`config.mk`:
```
export PLATFORM = sky130hd
export DESIGN_NAME = fb_vport_timing
export DESIGN_NICKNAME = d
export VERILOG_FILES = /design/src/rtl/fb_vport_pkg.sv /design/src/rtl/fb_vport_fifo.sv /design/src/rtl/fb_vport_timing.sv
export SDC_FILE = /design/constraint.sdc
export NUM_CORES = 1
export LEC_CHECK = 0
export CAP_MARGIN = 10
export CORE_AREA = 4 4 100 102
export CTS_CLUSTER_DIAMETER = 200
export DETAILED_ROUTE_END_ITERATION = 6
export DIE_AREA = 0 0 104 106
export GPL_TIMING_DRIVEN = 1
export PLACE_DENSITY_LB_ADDON = 0.2
export SYNTH_ARGS = -nofsm -noshare
export SYNTH_HDL_FRONTEND = slang
export SYNTH_SLANG_ARGS = --single-unit
```
`constraint.sdc`:
```
create_clock -name iCLK -period 5.5 [get_ports iCLK]
set_clock_uncertainty 0.05 [all_clocks]
set_input_delay 1.1 -clock iCLK [delete_from_list [all_inputs] [get_ports iCLK]]
set_output_delay 1.1 -clock iCLK [all_outputs]
set_load 0.005 [all_outputs]
```
`src/rtl/fb_vport_pkg.sv`:
```
// Shared types and helpers for the frame-buffer video port:
// alignment state, RGB555 field layout, colour expansion and raster totals.
package fb_vport_pkg;

   typedef enum logic {
      SEEK = 1'b0,
      RUN  = 1'b1
   } state_t;

   localparam int unsigned C_W   = 5;
   localparam int unsigned R_LSB = 10;
   localparam int unsigned G_LSB = 5;
   localparam int unsigned B_LSB = 0;

   // Replicating the top bits keeps full-scale 0x1F mapped to 0xFF.
   function automatic logic [7:0] expand5to8(input logic [4:0] c);
      return {c, c[4:2]};
   endfunction

   function automatic int unsigned h_tot(input int unsigned act, input int unsigned fp,
                                         input int unsigned sw, input int unsigned bp);
      return act + fp + sw + bp;
   endfunction

   function automatic int unsigned v_tot(input int unsigned act, input int unsigned fp,
                                         input int unsigned sw, input int unsigned bp);
      return act + fp + sw + bp;
   endfunction

endpackage

```
`src/rtl/fb_vport_fifo.sv`:
```
// Synchronous show-ahead FIFO with occupancy count; writes into a full FIFO
// are dropped, reads from an empty FIFO are ignored.
module fb_vport_fifo #(
   parameter int unsigned WIDTH = 16,
   parameter int unsigned DEPTH = 4
) (
   input  logic               iCLK,
   input  logic               iRESET,
   input  logic               iWR,
   input  logic [WIDTH-1:0]   iDATA,
   input  logic               iRD,
   output logic [WIDTH-1:0]   oDATA,
   output logic [$clog2(DEPTH):0] oCOUNT,
   output logic               oEMPTY
);

   localparam int unsigned AW = $clog2(DEPTH);
   localparam int unsigned CW = AW + 1;

   logic [WIDTH-1:0] r_mem [DEPTH];
   logic [AW-1:0]    r_wptr;
   logic [AW-1:0]    r_rptr;
   logic [CW-1:0]    r_count;
   logic             w_full;
   logic             w_wr;
   logic             w_rd;

   assign w_full = (r_count == CW'(DEPTH));
   assign oEMPTY = (r_count == '0);
   assign w_wr   = iWR && !w_full;
   assign w_rd   = iRD && !oEMPTY;
   assign oDATA  = r_mem[r_rptr];
   assign oCOUNT = r_count;

   always_ff @(posedge iCLK or posedge iRESET) begin
      if (iRESET) begin
         r_wptr  <= '0;
         r_rptr  <= '0;
         r_count <= '0;
      end else begin
         if (w_wr) r_wptr <= r_wptr + AW'(1);
         if (w_rd) r_rptr <= r_rptr + AW'(1);
         r_count <= r_count + CW'(w_wr) - CW'(w_rd);
      end
   end

   always_ff @(posedge iCLK) begin
      if (w_wr) r_mem[r_wptr] <= iDATA;
   end

endmodule

```
`src/rtl/fb_vport_timing.sv`:
```
// DVI raster timing generator that pulls RGB555 pixels from a frame-buffer
// stream, expands them to RGB888 and keeps frame alignment via the start flag.
module fb_vport_timing
   import fb_vport_pkg::*;
#(
   parameter int unsigned H_ACT      = 640,
   parameter int unsigned H_FP       = 16,
   parameter int unsigned H_SW       = 96,
   parameter int unsigned H_BP       = 48,
   parameter int unsigned V_ACT      = 480,
   parameter int unsigned V_FP       = 10,
   parameter int unsigned V_SW       = 2,
   parameter int unsigned V_BP       = 33,
   parameter bit          HS_POL     = 1'b0,
   parameter bit          VS_POL     = 1'b0,
   parameter int unsigned FIFO_DEPTH = 4
) (
   input  logic        iCLK,
   input  logic        iRESET,
   input  logic        iFB_START,
   input  logic [14:0] iFB_DATA,
   input  logic        iFB_DV,
   output logic        oFB_READY,
   output logic [7:0]  oRED,
   output logic [7:0]  oGRN,
   output logic [7:0]  oBLU,
   output logic        oHS,
   output logic        oVS,
   output logic        oDE,
   output logic        oFRAME,
   output logic        oUNDERFLOW,
   output logic        oRESYNC
);

   localparam int unsigned H_TOT = h_tot(H_ACT, H_FP, H_SW, H_BP);
   localparam int unsigned V_TOT = v_tot(V_ACT, V_FP, V_SW, V_BP);
   localparam int unsigned HW    = $clog2(H_TOT);
   localparam int unsigned VW    = $clog2(V_TOT);
   localparam int unsigned CW    = $clog2(FIFO_DEPTH) + 1;

   logic [HW-1:0] r_hcnt;
   logic [VW-1:0] r_vcnt;
   state_t        r_state;
   state_t        w_state_n;

   logic [15:0]   w_head;
   logic [CW-1:0] w_count;
   logic          w_empty;
   logic          w_pop;
   logic          w_show;
   logic          w_frame;
   logic          w_under;
   logic          w_resync;
   logic          w_active;
   logic          w_org;
   logic          w_sof;
   logic          w_hs_on;
   logic          w_vs_on;

   logic [7:0]    r_red, r_grn, r_blu;
   logic          r_hs, r_vs, r_de, r_frame, r_under, r_resync, r_ready;

   fb_vport_fifo #(
      .WIDTH (16),
      .DEPTH (FIFO_DEPTH)
   ) u_fifo (
      .iCLK   (iCLK),
      .iRESET (iRESET),
      .iWR    (iFB_DV),
      .iDATA  ({iFB_START, iFB_DATA}),
      .iRD    (w_pop),
      .oDATA  (w_head),
      .oCOUNT (w_count),
      .oEMPTY (w_empty)
   );

   assign w_active = (r_hcnt < HW'(H_ACT)) && (r_vcnt < VW'(V_ACT));
   assign w_org    = (r_hcnt == '0) && (r_vcnt == '0);
   assign w_sof    = w_head[15];
   assign w_hs_on  = (r_hcnt >= HW'(H_ACT + H_FP)) && (r_hcnt < HW'(H_ACT + H_FP + H_SW));
   assign w_vs_on  = (r_vcnt >= VW'(V_ACT + V_FP)) && (r_vcnt < VW'(V_ACT + V_FP + V_SW));

   always_ff @(posedge iCLK or posedge iRESET) begin
      if (iRESET) begin
         r_hcnt <= '0;
         r_vcnt <= '0;
      end else if (r_hcnt == HW'(H_TOT - 1)) begin
         r_hcnt <= '0;
         r_vcnt <= (r_vcnt == VW'(V_TOT - 1)) ? '0 : r_vcnt + VW'(1);
      end else begin
         r_hcnt <= r_hcnt + HW'(1);
      end
   end

   always_ff @(posedge iCLK or posedge iRESET) begin
      if (iRESET) r_state <= SEEK;
      else        r_state <= w_state_n;
   end

   always_comb begin
      w_state_n = r_state;
      w_pop     = 1'b0;
      w_show    = 1'b0;
      w_frame   = 1'b0;
      w_under   = 1'b0;
      w_resync  = 1'b0;
      case (r_state)
         SEEK: begin
            if (!w_empty) begin
               if (!w_sof) begin
                  w_pop = 1'b1;
               end else if (w_org) begin
                  w_state_n = RUN;
                  w_pop     = 1'b1;
                  w_show    = 1'b1;
                  w_frame   = 1'b1;
               end
            end
         end
         RUN: begin
            if (w_active) begin
               if (w_empty) begin
                  w_under   = 1'b1;
                  w_resync  = 1'b1;
                  w_state_n = SEEK;
               // Start flag must coincide exactly with the origin; either
               // mismatch direction means the stream has slipped.
               end else if (w_sof != w_org) begin
                  w_resync  = 1'b1;
                  w_state_n = SEEK;
               end else begin
                  w_pop   = 1'b1;
                  w_show  = 1'b1;
                  w_frame = w_org;
               end
            end
         end
         default: w_state_n = SEEK;
      endcase
   end

   always_ff @(posedge iCLK or posedge iRESET) begin
      if (iRESET) begin
         r_red    <= '0;
         r_grn    <= '0;
         r_blu    <= '0;
         r_hs     <= ~HS_POL;
         r_vs     <= ~VS_POL;
         r_de     <= 1'b0;
         r_frame  <= 1'b0;
         r_under  <= 1'b0;
         r_resync <= 1'b0;
         r_ready  <= 1'b0;
      end else begin
         r_red    <= w_show ? expand5to8(w_head[R_LSB +: C_W]) : '0;
         r_grn    <= w_show ? expand5to8(w_head[G_LSB +: C_W]) : '0;
         r_blu    <= w_show ? expand5to8(w_head[B_LSB +: C_W]) : '0;
         r_hs     <= w_hs_on ? HS_POL : ~HS_POL;
         r_vs     <= w_vs_on ? VS_POL : ~VS_POL;
         r_de     <= w_active;
         r_frame  <= w_frame;
         r_under  <= w_under;
         r_resync <= w_resync;
         // Judged on the pre-edge count so a beat already in flight still fits.
         r_ready  <= (w_count <= CW'(FIFO_DEPTH - 2));
      end
   end

   assign oRED       = r_red;
   assign oGRN       = r_grn;
   assign oBLU       = r_blu;
   assign oHS        = r_hs;
   assign oVS        = r_vs;
   assign oDE        = r_de;
   assign oFRAME     = r_frame;
   assign oUNDERFLOW = r_under;
   assign oRESYNC    = r_resync;
   assign oFB_READY  = r_ready;

endmodule

```
==> results of run 1 <==
[cell usage after synthesis (2+ instances only)]
cell type,number
sky130_fd_sc_hd__edfxtp_1,64
sky130_fd_sc_hd__dfrtp_1,48
sky130_fd_sc_hd__and2_1,20
sky130_fd_sc_hd__mux4_2,16
sky130_fd_sc_hd__inv_1,15
sky130_fd_sc_hd__ha_1,14
sky130_fd_sc_hd__nor2_1,13
sky130_fd_sc_hd__buf_4,12
sky130_fd_sc_hd__nand3_1,10
sky130_fd_sc_hd__nand2_1,8
sky130_fd_sc_hd__o21ai_0,8
sky130_fd_sc_hd__xnor2_1,7
sky130_fd_sc_hd__xor2_1,7
sky130_fd_sc_hd__nand4_1,5
sky130_fd_sc_hd__and3_2,4
sky130_fd_sc_hd__a21oi_1,3
sky130_fd_sc_hd__a31oi_1,3
sky130_fd_sc_hd__and3_1,3
sky130_fd_sc_hd__nor2b_1,3
sky130_fd_sc_hd__nor3_1,3
sky130_fd_sc_hd__nor3b_1,3
sky130_fd_sc_hd__nor4_1,3
sky130_fd_sc_hd__a21o_1,2
sky130_fd_sc_hd__and3b_1,2
sky130_fd_sc_hd__buf_2,2
sky130_fd_sc_hd__clkbuf_1,2
sky130_fd_sc_hd__dfstp_2,2
[worst paths after layout]
check	to	slack [ns]
min in group asynchronous	oRED[2]	0.77
hold / removal	r_hcnt[0]	0.46
max in group asynchronous	oHS	4.07
setup reg to reg	u_fifo.oCOUNT[2]	2.07
setup / recovery	u_fifo.oCOUNT[2]	2.07
hold reg to reg	r_hcnt[0]	0.46
[registers in the layout, summed over array words and instances, names as in the netlist, 3 cells and up]
| name | count |
|---|---|
| u_fifo.r_mem | 64 |
| oGRN | 5 |
| u_fifo.oCOUNT | 3 |
| r_hcnt | 10 |
| r_vcnt | 10 |
| oBLU | 5 |
| oRED | 5 |
[cell usage in the layout, fill, tap and decap left out, types with 2 or more instances in the layout]
cell type and instances:
sky130_fd_sc_hd__inv_8 2, sky130_fd_sc_hd__nor2b_1 3, sky130_fd_sc_hd__o21ai_0 8, sky130_fd_sc_hd__clkinvlp_4 2, sky130_fd_sc_hd__nor3b_1 3, sky130_fd_sc_hd__mux4_2 16, sky130_fd_sc_hd__ha_1 14, sky130_fd_sc_hd__inv_6 3
sky130_fd_sc_hd__xnor2_1 7, sky130_fd_sc_hd__and2_1 20, sky130_fd_sc_hd__nor2_1 13, sky130_fd_sc_hd__inv_1 14, sky130_fd_sc_hd__clkinv_4 6, sky130_fd_sc_hd__bufinv_16 2, sky130_fd_sc_hd__nor4_1 3, sky130_fd_sc_hd__dfrtp_1 48
sky130_fd_sc_hd__clkbuf_16 16, sky130_fd_sc_hd__a21o_1 2, sky130_fd_sc_hd__and3b_1 2, sky130_fd_sc_hd__clkdlybuf4s50_1 49, sky130_fd_sc_hd__a31oi_1 3, sky130_fd_sc_hd__nand2_1 8, sky130_fd_sc_hd__xor2_1 7, sky130_fd_sc_hd__a21oi_1 3
sky130_fd_sc_hd__nand4_1 5, sky130_fd_sc_hd__edfxtp_1 64, sky130_fd_sc_hd__and3_2 4, sky130_fd_sc_hd__nand3_1 10, sky130_fd_sc_hd__nor3_1 3, sky130_fd_sc_hd__dfstp_2 2, sky130_fd_sc_hd__and3_1 3
[area by class of cell]
| class | instances | area share |
|---|---|---|
| inverter | 15 | 0.009622 |
| multi-input combinational | 155 | 0.2346 |
| sequential | 114 | 0.5427 |
| clock buffer | 17 | 0.07077 |
| timing repair buffer | 51 | 0.08852 |
| tap | 111 | 0.02373 |
| clock inverter | 15 | 0.03015 |
[metrics by stage]
step                power (mW)  cells  area, um2  worst slack (ns)
floorplan                1.448    302       4738             2.174
global placement         1.555    445       5241             2.122
detailed placement       1.573    445       5241             2.053
CTS                      2.658    477       5832             2.002
global route             2.758    478       5852             1.837
finish                   2.621    478       5852             2.068
[report_power, final]
group          leakage (nW)  internal [mW]  switching [mW]
clock                 0.283          0.657           0.416
combinational         0.802          0.218           0.221
sequential             1.24           1.04          0.0648
[worst reg2reg max path, stage by stage, from the launching register on]
cell,delay [ns]
sky130_fd_sc_hd__dfrtp_1,0.85
sky130_fd_sc_hd__mux4_2,0.46
sky130_fd_sc_hd__ha_1,0.34
sky130_fd_sc_hd__nor3b_1,0.26
sky130_fd_sc_hd__a31oi_1,0.15
sky130_fd_sc_hd__nor2_1,0.19
sky130_fd_sc_hd__ha_1,0.26
sky130_fd_sc_hd__inv_1,0.06
sky130_fd_sc_hd__ha_1,0.13
sky130_fd_sc_hd__inv_1,0.05
sky130_fd_sc_hd__fa_1,0.36
sky130_fd_sc_hd__xor2_1,0.17
[metal layers]
metal / GRT usage / share of wire / vias up / wire length (um)
li1: - / - / 1211 / -
met1: 0.2064 / 0.44 / 1301 / 3607
met2: 0.2502 / 0.49 / 59 / 4006
met3: 0.05586 / 0.049 / 11 / 395
met4: 0.06838 / 0.015 / 0 / 119
met5: 0 / 0 / - / 0
[cell families (layout without fill, tap and decap cells)]
family          Yosys count  in the layout  synth area share
compound gates           23             23           0.03248
xor+xnor                 14             14           0.02588
fa+ha+maj                15             15           0.04119
buf+inv                  33             98           0.04014
flops                   114            114            0.6702
mux                      17             17           0.07843
simple gates             86             86            0.1117
==> flow_metrics.py, run 1 <==
metrics = {
    "power": {
        "ir_worst_vdd_uv": 388.0,
        "p_leak_nw": 2.327,
        "cellPowerDensity_mw_per_mm2": 448.0,
    },
    "die": {
        "die_x_um": 104,
        "die_area_mm2": 0.01102,
        "core_area_mm2": 0.009109,
        "core.rowCount": 35,
        "start_util": 0.5202,
        "die_height_um": 106,
        "floorplan.io_pins": 50,
    },
    "yosys": {
        "post_synth_instance_area_mm2": 0.004738,
        "yosys-top-cells-area": "sky130_fd_sc_hd__edfxtp_1, sky130_fd_sc_hd__dfrtp_1, sky130_fd_sc_hd__mux4_2",
        "syn_area_per_cell_um2": 15.69,
        "post-synth-top-area-cell": "sky130_fd_sc_hd__edfxtp_1",
        "synth.yosys.seq_area_share": 0.6702,
        "synthDistinctLibCells": 47,
        "share_of_flip_flops_with_an_asynchronous_set_or_reset": 0.4386,
        "number_of_synthesized_register_bits": 114,
        "syn_inst": 302,
        "synth.net_count": 336,
        "dominantRegCellSynth": "sky130_fd_sc_hd__edfxtp_1",
        "yosysTopAreaCellShare": 0.4056,
        "yosys_warnings": 0,
        "synth-edff-count": 64,
    },
    "critical_path": {
        "crit_required_ns": 5.85,
        "crit_top_cell": "sky130_fd_sc_hd__ha_1",
        "crit_path_max_delay_cell_type": "sky130_fd_sc_hd__dfrtp_1",
        "cp.depth": 11,
        "reg2reg_depth": 11,
        "crit_path_cell_trace": "mux4_2, ha_1, nor3b_1, a31oi_1, nor2_1, ha_1, inv_1, ha_1, inv_1, fa_1, xor2_1",
        "worst_r2r_startpoint": "u_fifo.r_rptr[1]",
        "timing.critical_path.from_type": "flop",
        "crit_family": "adder cells",
        "worst_setup_path_startpoint": "u_fifo.r_rptr[1]",
        "path_class": "reg2reg",
        "slowest_delay_ns": 0.85,
        "worstPathBufferInverterCount": 2,
        "cp_max_fo": 17,
        "critPathArrivalTime_ns": 3.78,
        "worst_setup_path_end_kind": "flop",
    },
    "routing": {
        "routed_wire_length_per_instance_um": 17.01,
        "antenna_violating_nets_post_route": 0,
        "remaining_drc_errors": 0,
        "drtIter0Drc": 138,
        "drtPass1Iterations": 4,
        "dr_total_vias": 2582,
        "routed_wl_um": 8129,
        "routed_via_density": 5.402,
    },
    "worst_hold_path": {
        "whs_path_cells": 1,
        "min-delay-path-class": "reg2reg",
        "holdCritStartpoint": "r_hcnt[0]",
    },
    "sta": {
        "setup_total_negative_slack_ns": 0,
        "setup_violations": 0,
        "period_minus_slack_ns": 3.432,
        "timing.hold.ws_ns": 0.4627,
        "max_freq_ghz": 0.2914,
        "tightestPinTransition_ns": 1.029,
        "post-route-period-util": 0.6240,
        "finalMaxSlewViolations": 0,
        "grt_setup_unrepaired": "false",
        "worst_slew_margin_rel": 0.3113,
        "hold_viol_final": 0,
    },
    "clock_tree": {
        "tritoncts": "built",
        "cts_hold_buf": 0,
        "cts_max_level": 4,
        "clock_sink_count": 114,
        "post_cts_clock_slew_at_the_launch_and_capture_registers_of_the_worst_setup_and_hold_paths_ns": 0.06,
        "postCtsResizedCells": 0,
        "ctsRootBufferMaster": "sky130_fd_sc_hd__clkbuf_8",
        "clock_insertion_delay_at_the_later_pin_of_the_skew_report_ns": 0.51,
        "cts_buf_count": 17,
        "postCtsSetupBuffers": 0,
        "cts-root-to-sink-buffers": 2,
    },
    "cells_and_area": {
        "antenna_cells_inserted": 0,
        "seq_cell_area_mm2": 0.003176,
        "nNetsFinal": 388,
        "areaGrowthSynthToFinish_pct": 23.50,
        "multi_input_area_mm2": 0.001373,
        "n_fill_cell": 689,
        "share_of_post_route_cells_with_drive_strength_above_1": 0.1771,
        "final_core_utilization": 0.6424,
    },
    "placement": {
        "detailedPlacementHpwl_um": 4944,
        "placement.io_buffers": 49,
        "gp_congestion": 0.7760,
    },
    "global_routing": {
        "grt_pass1_wl_um": 13500,
        "grtUsageTotal": 0.1607,
        "grt-ovfl-total": 0,
        "grt_max_degree": 51,
        "first_global_vias": 2634,
        "antenna_found_initial": 0,
    },
    "outcome": {
        "outcome": "completed",
    },
    "flow_run": {
        "maxCapViolations": 0,
    },
}
Power figures use the tool's default switching activity.
==> run 2, diff against run 1 <==
Clock period 5.5 ns to 3.2 ns, I/O delays scaled along.
==> flow_metrics.py, run 2 (same netlist as run 1, synthesis figures left out) <==
metrics = {
    "sta": {
        "post-route-period-util": 0.9535,
        "setup_violations": 0,
        "setup_total_negative_slack_ns": 0,
        "worst_slew_margin_rel": 0.6994,
        "tightestPinTransition_ns": 0.4461,
        "max_freq_ghz": 0.3277,
        "finalMaxSlewViolations": 0,
        "timing.hold.ws_ns": 0.4127,
        "hold_viol_final": 0,
        "period_minus_slack_ns": 3.051,
    },
    "routing": {
        "dr_total_vias": 2691,
        "drtIter0Drc": 103,
        "drtPass1Iterations": 4,
        "antenna_violating_nets_post_route": 0,
        "routed_wire_length_per_instance_um": 17.41,
        "remaining_drc_errors": 0,
        "routed_via_density": 5.404,
        "routed_wl_um": 8672,
    },
    "clock_tree": {
        "post_cts_clock_slew_at_the_launch_and_capture_registers_of_the_worst_setup_and_hold_paths_ns": 0.06,
        "cts_buf_count": 17,
        "cts_hold_buf": 0,
        "ctsRootBufferMaster": "sky130_fd_sc_hd__clkbuf_8",
        "clock_insertion_delay_at_the_later_pin_of_the_skew_report_ns": 0.51,
        "cts-root-to-sink-buffers": 2,
        "clock_sink_count": 114,
        "tritoncts": "built",
        "cts_max_level": 4,
    },
    "global_routing": {
        "antenna_found_initial": 0,
        "gr-usage-met3": 0.05282,
        "globalRoute.busiestLayer": "met2",
        "grt_pass1_wl_um": 14260,
        "use_met2": 0.2767,
        "first_global_vias": 2805,
        "grtUsageTotal": 0.1697,
        "grt_max_degree": 34,
        "global_route.usage.met1": 0.2165,
        "grt-ovfl-total": 0,
    },
    "critical_path": {
        "worst_r2r_startpoint": "r_hcnt[1]",
        "critPathArrivalTime_ns": 3.40,
        "crit_family": "adder cells",
        "worst_setup_path_startpoint": "r_hcnt[1]",
        "crit_required_ns": 3.55,
        "slowest_delay_ns": 0.40,
        "worstPathBufferInverterCount": 3,
        "crit_path_cell_trace": "inv_1, ha_1, nor4b_1, and4_4, ha_4, nor3b_4, a31oi_2, nor2_2, ha_1, inv_1, ha_1, inv_1, fa_1, xor2_1",
        "path_class": "reg2reg",
        "worst_setup_path_end_kind": "flop",
        "timing.critical_path.from_type": "flop",
        "crit_path_max_delay_cell_type": "sky130_fd_sc_hd__dfrtp_1",
        "cp_max_fo": 4,
    },
    "die": {
        "die_height_um": 106,
        "core.rowCount": 35,
        "die_x_um": 104,
        "die_area_mm2": 0.01102,
        "start_util": 0.5202,
        "core_area_mm2": 0.009109,
        "floorplan.io_pins": 50,
    },
    "placement": {
        "detailedPlacementHpwl_um": 5383,
        "placement.io_buffers": 49,
        "gp_congestion": 0.7973,
    },
    "power": {
        "part_of_the_total_power_dissipated_in_sequential_elements": 0.399,
        "fraction_of_power_spent_switching_nets": 0.2647,
        "power.share.clock": 0.412,
        "p_leak_nw": 2.453,
        "p_comb_frac": 0.188,
        "power_mw": 4.678,
        "ir_worst_vdd_uv": 468.7,
        "total_switching_power_mw": 1.238,
        "cellPowerDensity_mw_per_mm2": 770.5,
        "internal_power_mw": 3.440,
    },
    "cells_and_area": {
        "nNetsFinal": 408,
        "top_flop_regs": "u_fifo.r_mem x64, r_hcnt x10, r_vcnt x10",
        "antenna_cells_inserted": 0,
        "largest_register_ff_count": 64,
        "largest-register": "u_fifo.r_mem",
        "commonest_non_fill_non_tap_cells_in_the_layout": "sky130_fd_sc_hd__edfxtp_1, sky130_fd_sc_hd__clkdlybuf4s50_1, sky130_fd_sc_hd__dfrtp_1",
        "mostFrequentLayoutCell": "sky130_fd_sc_hd__edfxtp_1",
        "final_core_utilization": 0.6665,
        "areaGrowthSynthToFinish_pct": 28.12,
        "n_fill_cell": 629,
        "share_of_post_route_cells_with_drive_strength_above_1": 0.2377,
    },
    "outcome": {
        "outcome": "completed",
    },
    "worst_hold_path": {
        "min-delay-path-class": "in2async",
    },
    "flow_run": {
        "maxCapViolations": 0,
    },
}
-- run 2: repair_timing --
item | CTS | global route
pin swaps | 0 | 3
setup buffers | 0 | 0
resized for setup | 2 | 8
endpoints found under the setup margin | 2 | 2
-- run 2: power groups by stage --
stage / combinational, mW / sequential, mW / clock (mW)
global route: 0.984 / 1.89 / 2.04
detailed placement: 0.876 / 1.89 / 0
finish: 0.882 / 1.87 / 1.93
floorplan: 0.634 / 1.87 / 0
CTS: 0.886 / 1.87 / 1.96
global placement: 0.848 / 1.88 / 0
-- run 2: through the flow --
stage | worst slack [ns] | instances | cell area, um2
final | 0.1488 | 498 | 6071
after global routing | -0.03245 | 498 | 6071
after CTS | 0.03557 | 498 | 6032
after detailed placement | -0.02234 | 466 | 5411
after global placement | 0.08424 | 466 | 5411
after floorplan | 0.002409 | 302 | 4746
-- run 2: final cells by class --
cell class / count / area (um2) / area share
Clock buffer: 17 / 414.1 / 0.06822
Clock inverter: 15 / 195.2 / 0.03215
Inverter: 15 / 56.30 / 0.009275
Multi-Input combinational cell: 155 / 1423 / 0.2343
Sequential cell: 114 / 3176 / 0.5231
Tap cell: 111 / 138.9 / 0.02288
Timing Repair Buffer: 71 / 668.1 / 0.1101
-- run 2: metal layers --
layer	share of wire	vias up
met2	0.51	69
met4	0.014	0
met1	0.43	1361
met3	0.054	12
met5	0	-
li1	-	1249
-- run 2: path summary, 6_finish.rpt --
check / depth (start not counted) / endpoint / slack, ns
min in group iCLK: 1 / r_vcnt[8] / 0.49
max: 14 / u_fifo.oCOUNT[2] / 0.15
min reg2reg: 1 / r_vcnt[8] / 0.49
min: 2 / oBLU[3] / 0.41
max in group asynchronous: 3 / oHS / 2.09
max reg2reg: 14 / u_fifo.oCOUNT[2] / 0.15
